<file path="config.mk">
export PLATFORM = sky130hd
export DESIGN_NAME = pipeline_stage_controller
export DESIGN_NICKNAME = d
export VERILOG_FILES = /design/src/rtl/pipeline_stage_controller_pkg.sv /design/src/rtl/pipeline_stage_controller_stall_watchdog.sv /design/src/rtl/pipeline_stage_controller.sv
export SDC_FILE = /design/constraint.sdc
export NUM_CORES = 1
export LEC_CHECK = 0
export ABC_AREA = 1
export CORE_MARGIN = 5
export CORE_UTILIZATION = 53
export CTS_CLUSTER_DIAMETER = 60
export DETAILED_ROUTE_END_ITERATION = 8
export PLACE_DENSITY = 0.82
export SLEW_MARGIN = 20
export SYNTH_ARGS = -nofsm -noshare
export SYNTH_HDL_FRONTEND = slang
export SYNTH_SLANG_ARGS = --single-unit
</file>
<file path="constraint.sdc">
create_clock -name clk -period 2.25 [get_ports clk]
set_input_delay 0.45 -clock clk [delete_from_list [all_inputs] [get_ports clk]]
set_output_delay 0.45 -clock clk [all_outputs]
set_load 0.05 [all_outputs]
</file>
<file path="src/rtl/pipeline_stage_controller_pkg.sv">
// ----------------------------------------------------------------------------
// RafiTypes
// Shared types and default parameter values for the pipeline stage
// controller and its watchdog.
//   stageState_e          : controller FSM state (RUN / FLUSH)
//   DEFAULT_FLUSH_CYCLES  : default total cycles a flush stays asserted
//   DEFAULT_STALL_TIMEOUT : default consecutive-stall cycles before the
//                           watchdog flag fires
// ----------------------------------------------------------------------------
package RafiTypes;

  typedef enum logic {
    RUN   = 1'b0,
    FLUSH = 1'b1
  } stageState_e;

  localparam int DEFAULT_FLUSH_CYCLES  = 2;
  localparam int DEFAULT_STALL_TIMEOUT = 255;

endpackage

</file>
<file path="src/rtl/pipeline_stage_controller_stall_watchdog.sv">
// ----------------------------------------------------------------------------
// stall_watchdog
// Counts stall activity for the pipeline stage controller.
//   clk            : clock, all state on rising edge
//   rst            : asynchronous active-low reset
//   anyStall_i     : at least one stage is stalled this cycle
//   counterClear_i : synchronous clear of all counters and the sticky flag
//   stallTimeout_o : sticky flag, set once the run of consecutive stall
//                    cycles reaches STALL_TIMEOUT
//   stallCycles_o  : saturating total of cycles with any stall
// ----------------------------------------------------------------------------
module stall_watchdog
  import RafiTypes::*;
#(
  parameter int STALL_TIMEOUT = DEFAULT_STALL_TIMEOUT
) (
  input  logic        clk,
  input  logic        rst,
  input  logic        anyStall_i,
  input  logic        counterClear_i,
  output logic        stallTimeout_o,
  output logic [31:0] stallCycles_o
);

  localparam logic [15:0] LIMIT = 16'(STALL_TIMEOUT);

  logic [15:0] runLen_q, runLen_d;
  logic        timeout_q, timeout_d;
  logic [31:0] cycles_q, cycles_d;

  // Next-state for the run-length counter, the sticky flag and the total.
  // A clear beats a stall in the same cycle. Both counters saturate.
  always_comb begin
    runLen_d  = runLen_q;
    timeout_d = timeout_q;
    cycles_d  = cycles_q;
    if (counterClear_i) begin
      runLen_d  = '0;
      timeout_d = 1'b0;
      cycles_d  = '0;
    end else if (anyStall_i) begin
      runLen_d = (runLen_q == LIMIT) ? runLen_q : runLen_q + 16'd1;
      cycles_d = (cycles_q == 32'hFFFF_FFFF) ? cycles_q : cycles_q + 32'd1;
      if (runLen_d == LIMIT) begin
        timeout_d = 1'b1;
      end
    end else begin
      runLen_d = '0;
    end
  end

  always_ff @(posedge clk or negedge rst) begin
    if (!rst) begin
      runLen_q  <= '0;
      timeout_q <= 1'b0;
      cycles_q  <= '0;
    end else begin
      runLen_q  <= runLen_d;
      timeout_q <= timeout_d;
      cycles_q  <= cycles_d;
    end
  end

  assign stallTimeout_o = timeout_q;
  assign stallCycles_o  = cycles_q;

endmodule

</file>
<file path="src/rtl/pipeline_stage_controller.sv">
// ----------------------------------------------------------------------------
// pipeline_stage_controller
// Generates per-stage stall, flush and bubble controls for an in-order
// pipeline. Stage 0 is the youngest instruction, stage STAGE_COUNT-1 the
// oldest.
//   clk          : clock, all state on rising edge
//   rst          : asynchronous active-low reset
//   stallReq     : per-stage "cannot advance" request
//   flushReq     : per-stage redirect; bit k flushes every stage younger than k
//   counterClear : synchronous clear of stallCycles and stallTimeout
//   stall        : per-stage hold (stage keeps its contents)
//   flush        : per-stage invalidate
//   bubble       : insert a NOP into stage i (bit 0 always 0)
//   flushing     : FSM is holding a flush
//   stallTimeout : sticky watchdog flag
//   stallCycles  : saturating count of cycles with any stall
// ----------------------------------------------------------------------------
module pipeline_stage_controller
  import RafiTypes::*;
#(
  parameter int STAGE_COUNT   = 6,
  parameter int FLUSH_CYCLES  = DEFAULT_FLUSH_CYCLES,
  parameter int STALL_TIMEOUT = DEFAULT_STALL_TIMEOUT
) (
  input  logic                   clk,
  input  logic                   rst,
  input  logic [STAGE_COUNT-1:0] stallReq,
  input  logic [STAGE_COUNT-1:0] flushReq,
  input  logic                   counterClear,
  output logic [STAGE_COUNT-1:0] stall,
  output logic [STAGE_COUNT-1:0] flush,
  output logic [STAGE_COUNT-1:0] bubble,
  output logic                   flushing,
  output logic                   stallTimeout,
  output logic [31:0]            stallCycles
);

  // The request cycle itself counts as the first flush cycle, so the hold
  // counter covers the remaining FLUSH_CYCLES-1 cycles and reloads to -2.
  localparam logic [3:0] HOLD_RELOAD = 4'(FLUSH_CYCLES - 2);
  localparam bit         FLUSH_HOLDS = (FLUSH_CYCLES > 1);

  stageState_e            state_q;
  logic [STAGE_COUNT-1:0] heldMask_q;
  logic [3:0]             holdCount_q;

  logic [STAGE_COUNT-1:0] reqMask;
  logic [STAGE_COUNT-1:0] rawStall;
  logic                   flushAcc;
  logic                   stallAcc;

  // Walk from the oldest stage down: a flush request at stage k marks only
  // the strictly younger stages, a stall request at stage j freezes stage j
  // and everything younger.
  always_comb begin
    reqMask  = '0;
    rawStall = '0;
    flushAcc = 1'b0;
    stallAcc = 1'b0;
    for (int i = STAGE_COUNT - 1; i >= 0; i--) begin
      reqMask[i]  = flushAcc;
      flushAcc    = flushAcc | flushReq[i];
      stallAcc    = stallAcc | stallReq[i];
      rawStall[i] = stallAcc;
    end
  end

  assign flush = reqMask | heldMask_q;
  assign stall = rawStall & ~flush;

  // A bubble appears where a stalled younger stage sits behind an older
  // stage that is moving on and not being flushed.
  always_comb begin
    bubble = '0;
    for (int i = 1; i < STAGE_COUNT; i++) begin
      bubble[i] = stall[i-1] & ~stall[i] & ~flush[i];
    end
  end

  // Flush hold FSM. New requests during a hold merge into the held mask and
  // restart the hold window.
  always_ff @(posedge clk or negedge rst) begin
    if (!rst) begin
      state_q     <= RUN;
      heldMask_q  <= '0;
      holdCount_q <= '0;
    end else begin
      case (state_q)
        RUN: begin
          if ((reqMask != '0) && FLUSH_HOLDS) begin
            state_q     <= FLUSH;
            heldMask_q  <= reqMask;
            holdCount_q <= HOLD_RELOAD;
          end
        end
        FLUSH: begin
          if (reqMask != '0) begin
            heldMask_q  <= heldMask_q | reqMask;
            holdCount_q <= HOLD_RELOAD;
          end else if (holdCount_q == 4'd0) begin
            state_q    <= RUN;
            heldMask_q <= '0;
          end else begin
            holdCount_q <= holdCount_q - 4'd1;
          end
        end
        default: begin
          state_q    <= RUN;
          heldMask_q <= '0;
        end
      endcase
    end
  end

  assign flushing = (state_q == FLUSH);

  stall_watchdog #(
    .STALL_TIMEOUT(STALL_TIMEOUT)
  ) watchdog (
    .clk           (clk),
    .rst           (rst),
    .anyStall_i    (|stall),
    .counterClear_i(counterClear),
    .stallTimeout_o(stallTimeout),
    .stallCycles_o (stallCycles)
  );

endmodule

</file>
Word-level counts from Yosys, hierarchy flattened
Cells that the tools add are included.

storage, ports and cells
  memory bits (writable) = 0
  memories kept = 0
  bits in read-only memories = 0
  latch bits = 0
  flip-flop bits (word level) = 60

operators by class
  divide/modulo/power cells = 0
  $mul = 0
  mux-type cells = 21
  reduce and logical (&&, ||, !) cells = 9
  shift-type cells = 0
  magnitude comparators = 0
  add/sub/neg operators = 3
  bitwise logic cells = 33
  eq/ne operators = 7

operators with widths
  operator                 count
  $mux W32                 3
  $mux W16                 3
  $add A32 B1 Y32 const B  1
  $eq A16 B8 Y1 const B    2
  $eq A32 B32 Y1 const B   1
  $mux W6                  3
  $add A16 B1 Y16 const B  1
  $mux W4                  3
  $pmux W6 S2              1
  $not A1 Y1               11
  $and A1 B1 Y1            10
  $or A1 B1 Y1             9
  $pmux W4 S2              1
  $reduce_and A2 Y1        4
  $and A6 B6 Y6            1
  $mux W1                  6
  $not A6 Y6               1
  $or A6 B5 Y6             1
  $reduce_bool A6 Y1       1
  $reduce_or A6 Y1         1
  $logic_not A4 Y1         1
  $ne A2 B2 Y1 const B     2
  $reduce_bool A2 Y1       2
  $sub A4 B1 Y4 const B    1
  other kinds (3)          3

Logic depth before layout (Yosys ltp)
Gate-level depths: netlist (run 1).

  depth after elaboration = 10
  depth in mapped cells = 13

Cells and area by module
Synthesis (run 1) repeated with hierarchy kept, for this count alone.

unflattened totals
  cell total of the unflattened synthesis = 547
  area total of the unflattened synthesis = 3823.7 um2

modules (own cells, without submodules)
  module                     cells an instance  instances  area each (um2)  sequential area each (um2)
  stall_watchdog             440                1          3106.7           1226.2
  pipeline_stage_controller  107                1          716.9            250.2

Worst setup path after synthesis (run 1)
OpenSTA, ideal clock, no wires.

  path type = input port to output port
  start point = input port flushReq[4]
  end point = output port bubble[3]
  arrival = 2721 ps
  path slack = -921 ps
  stages = 3
  cells stage by stage = nor2_2 -> nand3_1 -> nor4_1

on the way
  cells in the longest elaborated chain, start to end = 7
  elaborated cells between the ends (all ways) = 9

RTL lines
  item                         line                             source
  start, declared              pipeline_stage_controller.sv:28  input logic [STAGE_COUNT-1:0] flushReq,
  $or A1 B1 Y1 (2 in series)   pipeline_stage_controller.sv:62  flushAcc = flushAcc | flushReq[i];
  $or A6 B5 Y6                 pipeline_stage_controller.sv:68  assign flush = reqMask | heldMask_q;
  net flush[2]                 pipeline_stage_controller.sv:31  output logic [STAGE_COUNT-1:0] flush,
  $not A6 Y6                   pipeline_stage_controller.sv:69  assign stall = rawStall & ~flush;
  $and A6 B6 Y6                pipeline_stage_controller.sv:69
  $and A1 B1 Y1 (2 in series)  pipeline_stage_controller.sv:76  bubble[i] = stall[i-1] & ~stall[i] & ~flush[i];
  end, declared                pipeline_stage_controller.sv:32  output logic [STAGE_COUNT-1:0] bubble,

The timed path passes the listed nets, and every way through them passes these cells.

Worst setup path after layout (run 1)
  start point = input port flushReq[3]
  end point = output port bubble[1]

on the way
  cells in the longest elaborated chain, start to end = 8
  elaborated cells between the ends (all ways) = 10

RTL lines
  item                                          line
  $or A1 B1 Y1 * (2 in series)                  pipeline_stage_controller.sv:62
  $or A1 B1 Y1 or $or A6 B5 Y6 (tied branches)  pipeline_stage_controller.sv:62, pipeline_stage_controller.sv:68
  $or A6 B5 Y6 *                                pipeline_stage_controller.sv:68
  $not A6 Y6 or $and A6 B6 Y6 (tied branches)   pipeline_stage_controller.sv:69
  $and A6 B6 Y6 or $not A1 Y1 (tied branches)   pipeline_stage_controller.sv:69, pipeline_stage_controller.sv:76
  $and A1 B1 Y1                                 pipeline_stage_controller.sv:76
  $and A1 B1 Y1 *                               pipeline_stage_controller.sv:76

Mark *: on every way between the ends. The rest lies on a longest branch, timed or not.

==> flow_summary_export.csv, run 1 <==
group,metric,value,unit
drt,vias,3982,
die,die_height,94.7,microns
cells_and_area,area_growth,37.7,%
cells_and_area,num-nets-final,655,
drt,drc,0,
clock_tree,clkTransAtPathRegs,70,ps
critical_path,r2r-start,"watchdog.runLen_q[1]",
die,floorplan.die_area,8970,sq um
clock_tree,htree_levels,3,
pwr,p_per_area,478,nW/um^2
timing,maxSlewViolCount,0,
drt,drtPass1Iterations,5,
run_status,status,"complete, no violations",
timing,skew,6.86,ps
pwr,p_sw_share,23.6,%
critical_path,critPathCaptureType,"primary output",
logic_synthesis,ys_seq_elements,59,
timing,min_period,2210,ps
grt,antenna_found_initial,0,
grt,grt_pass1_wl,18100,microns
timing,timing.setup.tns,0,ps
drt,drt-vias-per-instance,5.40,
timing,slew_headroom,54.4,%
critical_path,reg2reg_setup_slack,270,ps
grt,grt_max_degree,32,
critical_path,r2r_end,"watchdog.stallTimeout_o",
die,start_util,55.3,%
clock_tree,clock_latency,350,ps
logic_synthesis,synth-main-ff-cell,"dfrtp_1",
pwr,ir_drop,556,uV
drt,wl,10800,microns
run,cap_violations,0,
drt,drtIter0Drc,240,
die,rows,30,
place,portBuffers,63,
pwr,clockPowerShare,47.9,%
die,die-width,94.7,microns
clock_tree,cts-root-buf,"clkbuf_8",
timing,finalSetupViolations,0,
clock_tree,cts.path.max_buffers,2,
critical_path,startpoint_type,"primary input",
pwr,internal-power,1.91,mW
die,core,6870,sq um
drt,routedWlPerCell,14.6,microns
grt,grt_pass1_vias,3769,
cells_and_area,drive_gt1_share,15.3,%
place,dpl_cell_area,4900,sq um
grt,track_usage,25.7,%
pwr,power_leakage,2.34,nW
timing,tightest_slew,684,ps
critical_path,critPathMaxFanout,3,
logic_synthesis,syn_area_per_cell,7.04,sq um
cells_and_area,post-route-util,76.2,%
clock_tree,cts.sinks,59,
clock_tree,hold_buffers,0,
timing,period_share,98.4,%
logic_synthesis,synth_edf_count,0,
pwr,switching_power,590,uW
cells_and_area,antenna_cells,0,
logic_synthesis,synth_cell_types,36,
place,dp_hpwl,8070,microns
pwr,p_comb_share,9.1,%
logic_synthesis,yosys_warnings,0,
critical_path,cp-startpoint,"flushReq[3]",
logic_synthesis,syn_area,3800,sq um
logic_synthesis,yosysSeqAreaShare,38.8,%
logic_synthesis,synth_cells,540,
critical_path,crit_required,1800,ps
timing,fmaxAchievable,451,MHz
grt,gr-total-overflow,0,
critical_path,crit_type,"in2out",
logic_synthesis,async_flop_share,100,%
critical_path,cp.arrival,1760,ps
place,gp_congestion,0.936,
worst_hold_path,hp-class,"in2async",
drt,ant_nets,0,
clock_tree,cts_tree,"yes",
timing,rsz0062_at_grt,"true",
pwr,power.share.sequential,43.0,%
clock_tree,cts_buffers,9,
cells_and_area,fin_area,5230,sq um
critical_path,r2r_cells,9,
timing,finalHoldViolations,0,
die,io_pins,67,
==> area by class of cell <==
| class | count | area [sq um] |
|---|---|---|
| Clock buffer | 11 | 141 |
| Clock inverter | 5 | 100 |
| Fill cell | 489 | 1640 |
| Inverter | 83 | 314 |
| Multi-Input combinational cell | 386 | 2040 |
| Sequential cell | 59 | 1480 |
| Tap cell | 96 | 120 |
| Timing Repair Buffer | 97 | 1040 |
==> routing by layer <==
layer | part of all wire, % | routed length (microns) | GRT usage, % | up-vias
met1 | 43 | 4610 | 34.9 | 1842
met4 | 1.6 | 171 | 8.17 | 0
li1 | - | - | - | 1930
met3 | 7.2 | 780 | 6.29 | 21
met2 | 48 | 5200 | 40.3 | 189
met5 | 0 | 0 | 0 | -
==> cells in the mapped netlist (2+ instances only) <==
master    instances  area (sq um)
nand2_1         131           492
inv_1            80           300
nor2_1           64           240
dfrtp_1          59          1480
nand3_1          38           190
xor2_1           21           184
nor3_1           20           100
nand4_1          19           119
a21oi_1          17          85.1
o21ai_1          16          80.1
o21ai_0          15          75.1
o31ai_1           9          67.6
xnor2_1           7          61.3
buf_4             6          45.0
clkbuf_1          4          15.0
ha_1              4          50.1
nor2_2            4          25.0
nor4_1            4          25.0
buf_2             2          10.0
nand2_2           2          12.5
nand3b_1          2          15.0
o22ai_1           2          12.5
==> sequential cells by signal, indices dropped and copies added, names as in the netlist <==
name,cells
heldMask_q,5
holdCount_q,4
watchdog.stallTimeout_o,1
watchdog.runLen_q,16
watchdog.stallCycles_o,32
flushing,1
==> stage by stage <==
stage / hold slack (ps) / total power [mW] / worst slack, ps / cells
5_1_grt: 181 / 2.59 / -60.2 / 737
3_5_place_dp: 490 / 1.32 / -118 / 716
4_1_cts: 162 / 2.51 / 33.1 / 736
6_report: 138 / 2.50 / 35.0 / 737
3_3_place_gp: 480 / 1.31 / -89.8 / 716
2_1_floorplan: 154 / 1.21 / -170 / 541
==> layout by cell type, fill, tap and decap left out, types with 3 or more instances in the layout <==
cell type	count
nand2_1	127
inv_1	78
dfrtp_1	59
nor2_1	58
clkdlybuf4s50_1	42
nand3_1	36
buf_4	33
xor2_1	21
nand4_1	19
nor3_1	18
a21oi_1	17
o21ai_1	16
buf_12	16
o21ai_0	15
clkbuf_8	10
o31ai_1	9
xnor2_1	7
nor2_2	6
nand2_2	6
nor2_4	5
ha_1	4
dlygate4sd2_1	4
inv_2	3
nand3_2	3
bufinv_16	3
==> critical path, stage by stage <==
cell and delay, ps:
clkdlybuf4s50_1 440, inv_1 120, nand4_2 150, nor2_4 140, nand2_2 100, nor3_4 200
buf_12 160
==> power by group through the flow <==
stage,registers [mW],clock network [mW],logic [mW]
after global placement,1.10,0,0.217
final,1.08,1.20,0.227
after detailed placement,1.10,0,0.222
after global routing,1.08,1.27,0.246
after floorplan,1.11,0,0.0960
after CTS,1.08,1.21,0.225
==> worst max-delay path by stage <==
stage	cells after the start	slack, ps	to
2_1_floorplan	3	-170	bubble[3]
3_3_place_gp	9	-90	bubble[2]
3_5_place_dp	9	-120	bubble[2]
4_1_cts	7	30	bubble[4]
5_1_grt	7	-60	bubble[1]
6_report	7	40	bubble[1]
==> what timing repair did <==
action / 4_1_cts / 5_1_grt
setup endpoints to repair: 6 / 6
gates resized for setup: 14 / 7
buffers inserted: 4 / 1
pin swaps: 10 / 3
==> logic make-up after synthesis <==
group / share of synthesized area, %
flip-flops: 38.8
adder cells (fa/ha/maj): 1.32
other: 0.0987
buffers and inverters: 10.4
XOR/XNOR: 6.45
AO/OA/AOI/OAI: 8.82
AND/OR/NAND/NOR: 34.1
No activity file was read; power rests on OpenSTA's default activity.
==> inputs of run 2 (changes only) <==
--- a/config.mk
+++ b/config.mk
@@ -11,6 +11,7 @@
 export CTS_CLUSTER_DIAMETER = 60
 export DETAILED_ROUTE_END_ITERATION = 8
 export PLACE_DENSITY = 0.82
+export SKIP_CTS_REPAIR_TIMING = 1
 export SLEW_MARGIN = 20
 export SYNTH_ARGS = -nofsm -noshare
 export SYNTH_HDL_FRONTEND = slang
==> flow_summary_export.csv, run 2 (synthesized netlist as in run 1, its figures left out) <==
group,metric,value,unit
grt,antenna_found_initial,0,
timing,finalSetupViolations,0,
worst_hold_path,hp-class,"in2async",
cells_and_area,largest_reg_flops,32,
timing,min_period,2210,ps
pwr,power_leakage,2.37,nW
drt,routedWlPerCell,14.7,microns
drt,drtIter0Drc,256,
place,place_inst,716,
pwr,ir_drop,557,uV
critical_path,crit_type,"in2out",
critical_path,critPathMaxFanout,3,
die,start_util,55.3,%
grt,track_usage,25.2,%
cells_and_area,final_common_cell,"nand2_1",
cells_and_area,num-nets-final,653,
drt,ant_nets,0,
die,die_height,94.7,microns
grt,grt_pass1_wl,17800,microns
timing,fmaxAchievable,453,MHz
die,rows,30,
die,floorplan.die_area,8970,sq um
grt,grt_max_degree,32,
cells_and_area,drive_gt1_share,14.4,%
cells_and_area,area_growth,37.4,%
die,die-width,94.7,microns
grt,gr-total-overflow,0,
clock_tree,clock_latency,350,ps
timing,slew_headroom,54.9,%
timing,finalHoldViolations,0,
critical_path,crit_required,1800,ps
cells_and_area,fin_cells,735,
place,dp_hpwl,8070,microns
critical_path,critPathMostFrequentCell,"inv_1",
clock_tree,cts_buffers,9,
clock_tree,cts-root-buf,"clkbuf_8",
timing,skew,8.04,ps
critical_path,critPathMaxStageDelay,460,ps
critical_path,cp.arrival,1760,ps
timing,period_share,98.1,%
drt,wl,10800,microns
place,gp_congestion,0.936,
clock_tree,cts.path.max_buffers,2,
drt,drc,0,
critical_path,critPathCaptureType,"primary output",
clock_tree,clkTransAtPathRegs,70,ps
cells_and_area,final_cell_mix,"nand2_1 (129), inv_1 (80), dfrtp_1 (59), nor2_1 (58), clkdlybuf4s50_1 (42)",
drt,drtPass1Iterations,5,
grt,grt_pass1_vias,3713,
run,cap_violations,0,
place,portBuffers,63,
cells_and_area,antenna_cells,0,
die,io_pins,67,
die,core,6870,sq um
critical_path,startpoint_type,"primary input",
timing,tightest_slew,677,ps
timing,holdWs,134,ps
clock_tree,cts.sinks,59,
timing,maxSlewViolCount,0,
drt,drt-vias-per-instance,5.46,
critical_path,cp_slowest_cell,"clkdlybuf4s50_1",
drt,vias,4011,
run_status,status,"complete, no violations",
pwr,total_power,2.51,mW
clock_tree,cts_tree,"yes",
clock_tree,htree_levels,3,
critical_path,crit_chain,"clkdlybuf4s50_1 > inv_1 > nand3_2 > nor2_2 > inv_1 > nand2_2 > nor3_4 > buf_12",
pwr,p_per_area,481,nW/um^2
## run 2: worst paths after layout
check,startpoint,end,cells past startpoint,slack (ps)
hold reg to reg,holdCount_q[0],holdCount_q[0],1,500
max in group asynchronous,rst,watchdog.stallCycles_o[25],2,1380
min in group clk,holdCount_q[0],holdCount_q[0],1,500
hold / removal,rst,watchdog.runLen_q[9],1,130
setup / recovery,stallReq[2],bubble[2],8,40
setup reg to reg,watchdog.runLen_q[1],watchdog.stallTimeout_o,9,260
## run 2: worst max-delay path: cells and delay by family
family,cells,cell delay [ps]
buffers and inverters,4,820
and+or+nand+nor,4,480
## run 2: layout make-up
class	count	area, sq um
Multi-Input combinational cell	386	2040
Fill cell	484	1650
Sequential cell	59	1480
Timing Repair Buffer	95	1040
Inverter	83	314
Clock buffer	11	141
Tap cell	96	120
Clock inverter	5	100
## run 2: stage by stage
step / utilization, % / worst slack, ps / setup TNS (ps) / instance area [sq um]
global route: 76.0 / -21.8 / -42.4 / 5220
finish: 76.0 / 42.7 / 0 / 5220
detailed placement: 71.3 / -118 / -1690 / 4900
global placement: 71.3 / -89.8 / -815 / 4900
floorplan: - / -170 / -170 / 3860
CTS: 74.8 / -129 / -456 / 5140
## run 2: layer usage
metal	wire [microns]	global-route usage (%)	up-vias	share of wire, %
met1	4720	34.6	1876	43
met4	166	7.57	0	1.5
met2	5150	39.5	189	48
li1	-	-	1924	-
met5	0	0	-	0
met3	803	6.14	22	7.4
## run 2: power breakdown
group          internal [mW]  switching [mW]  total [mW]
combinational         0.0829           0.146       0.229
sequential              1.07         0.00731        1.08
clock                  0.763           0.445        1.21
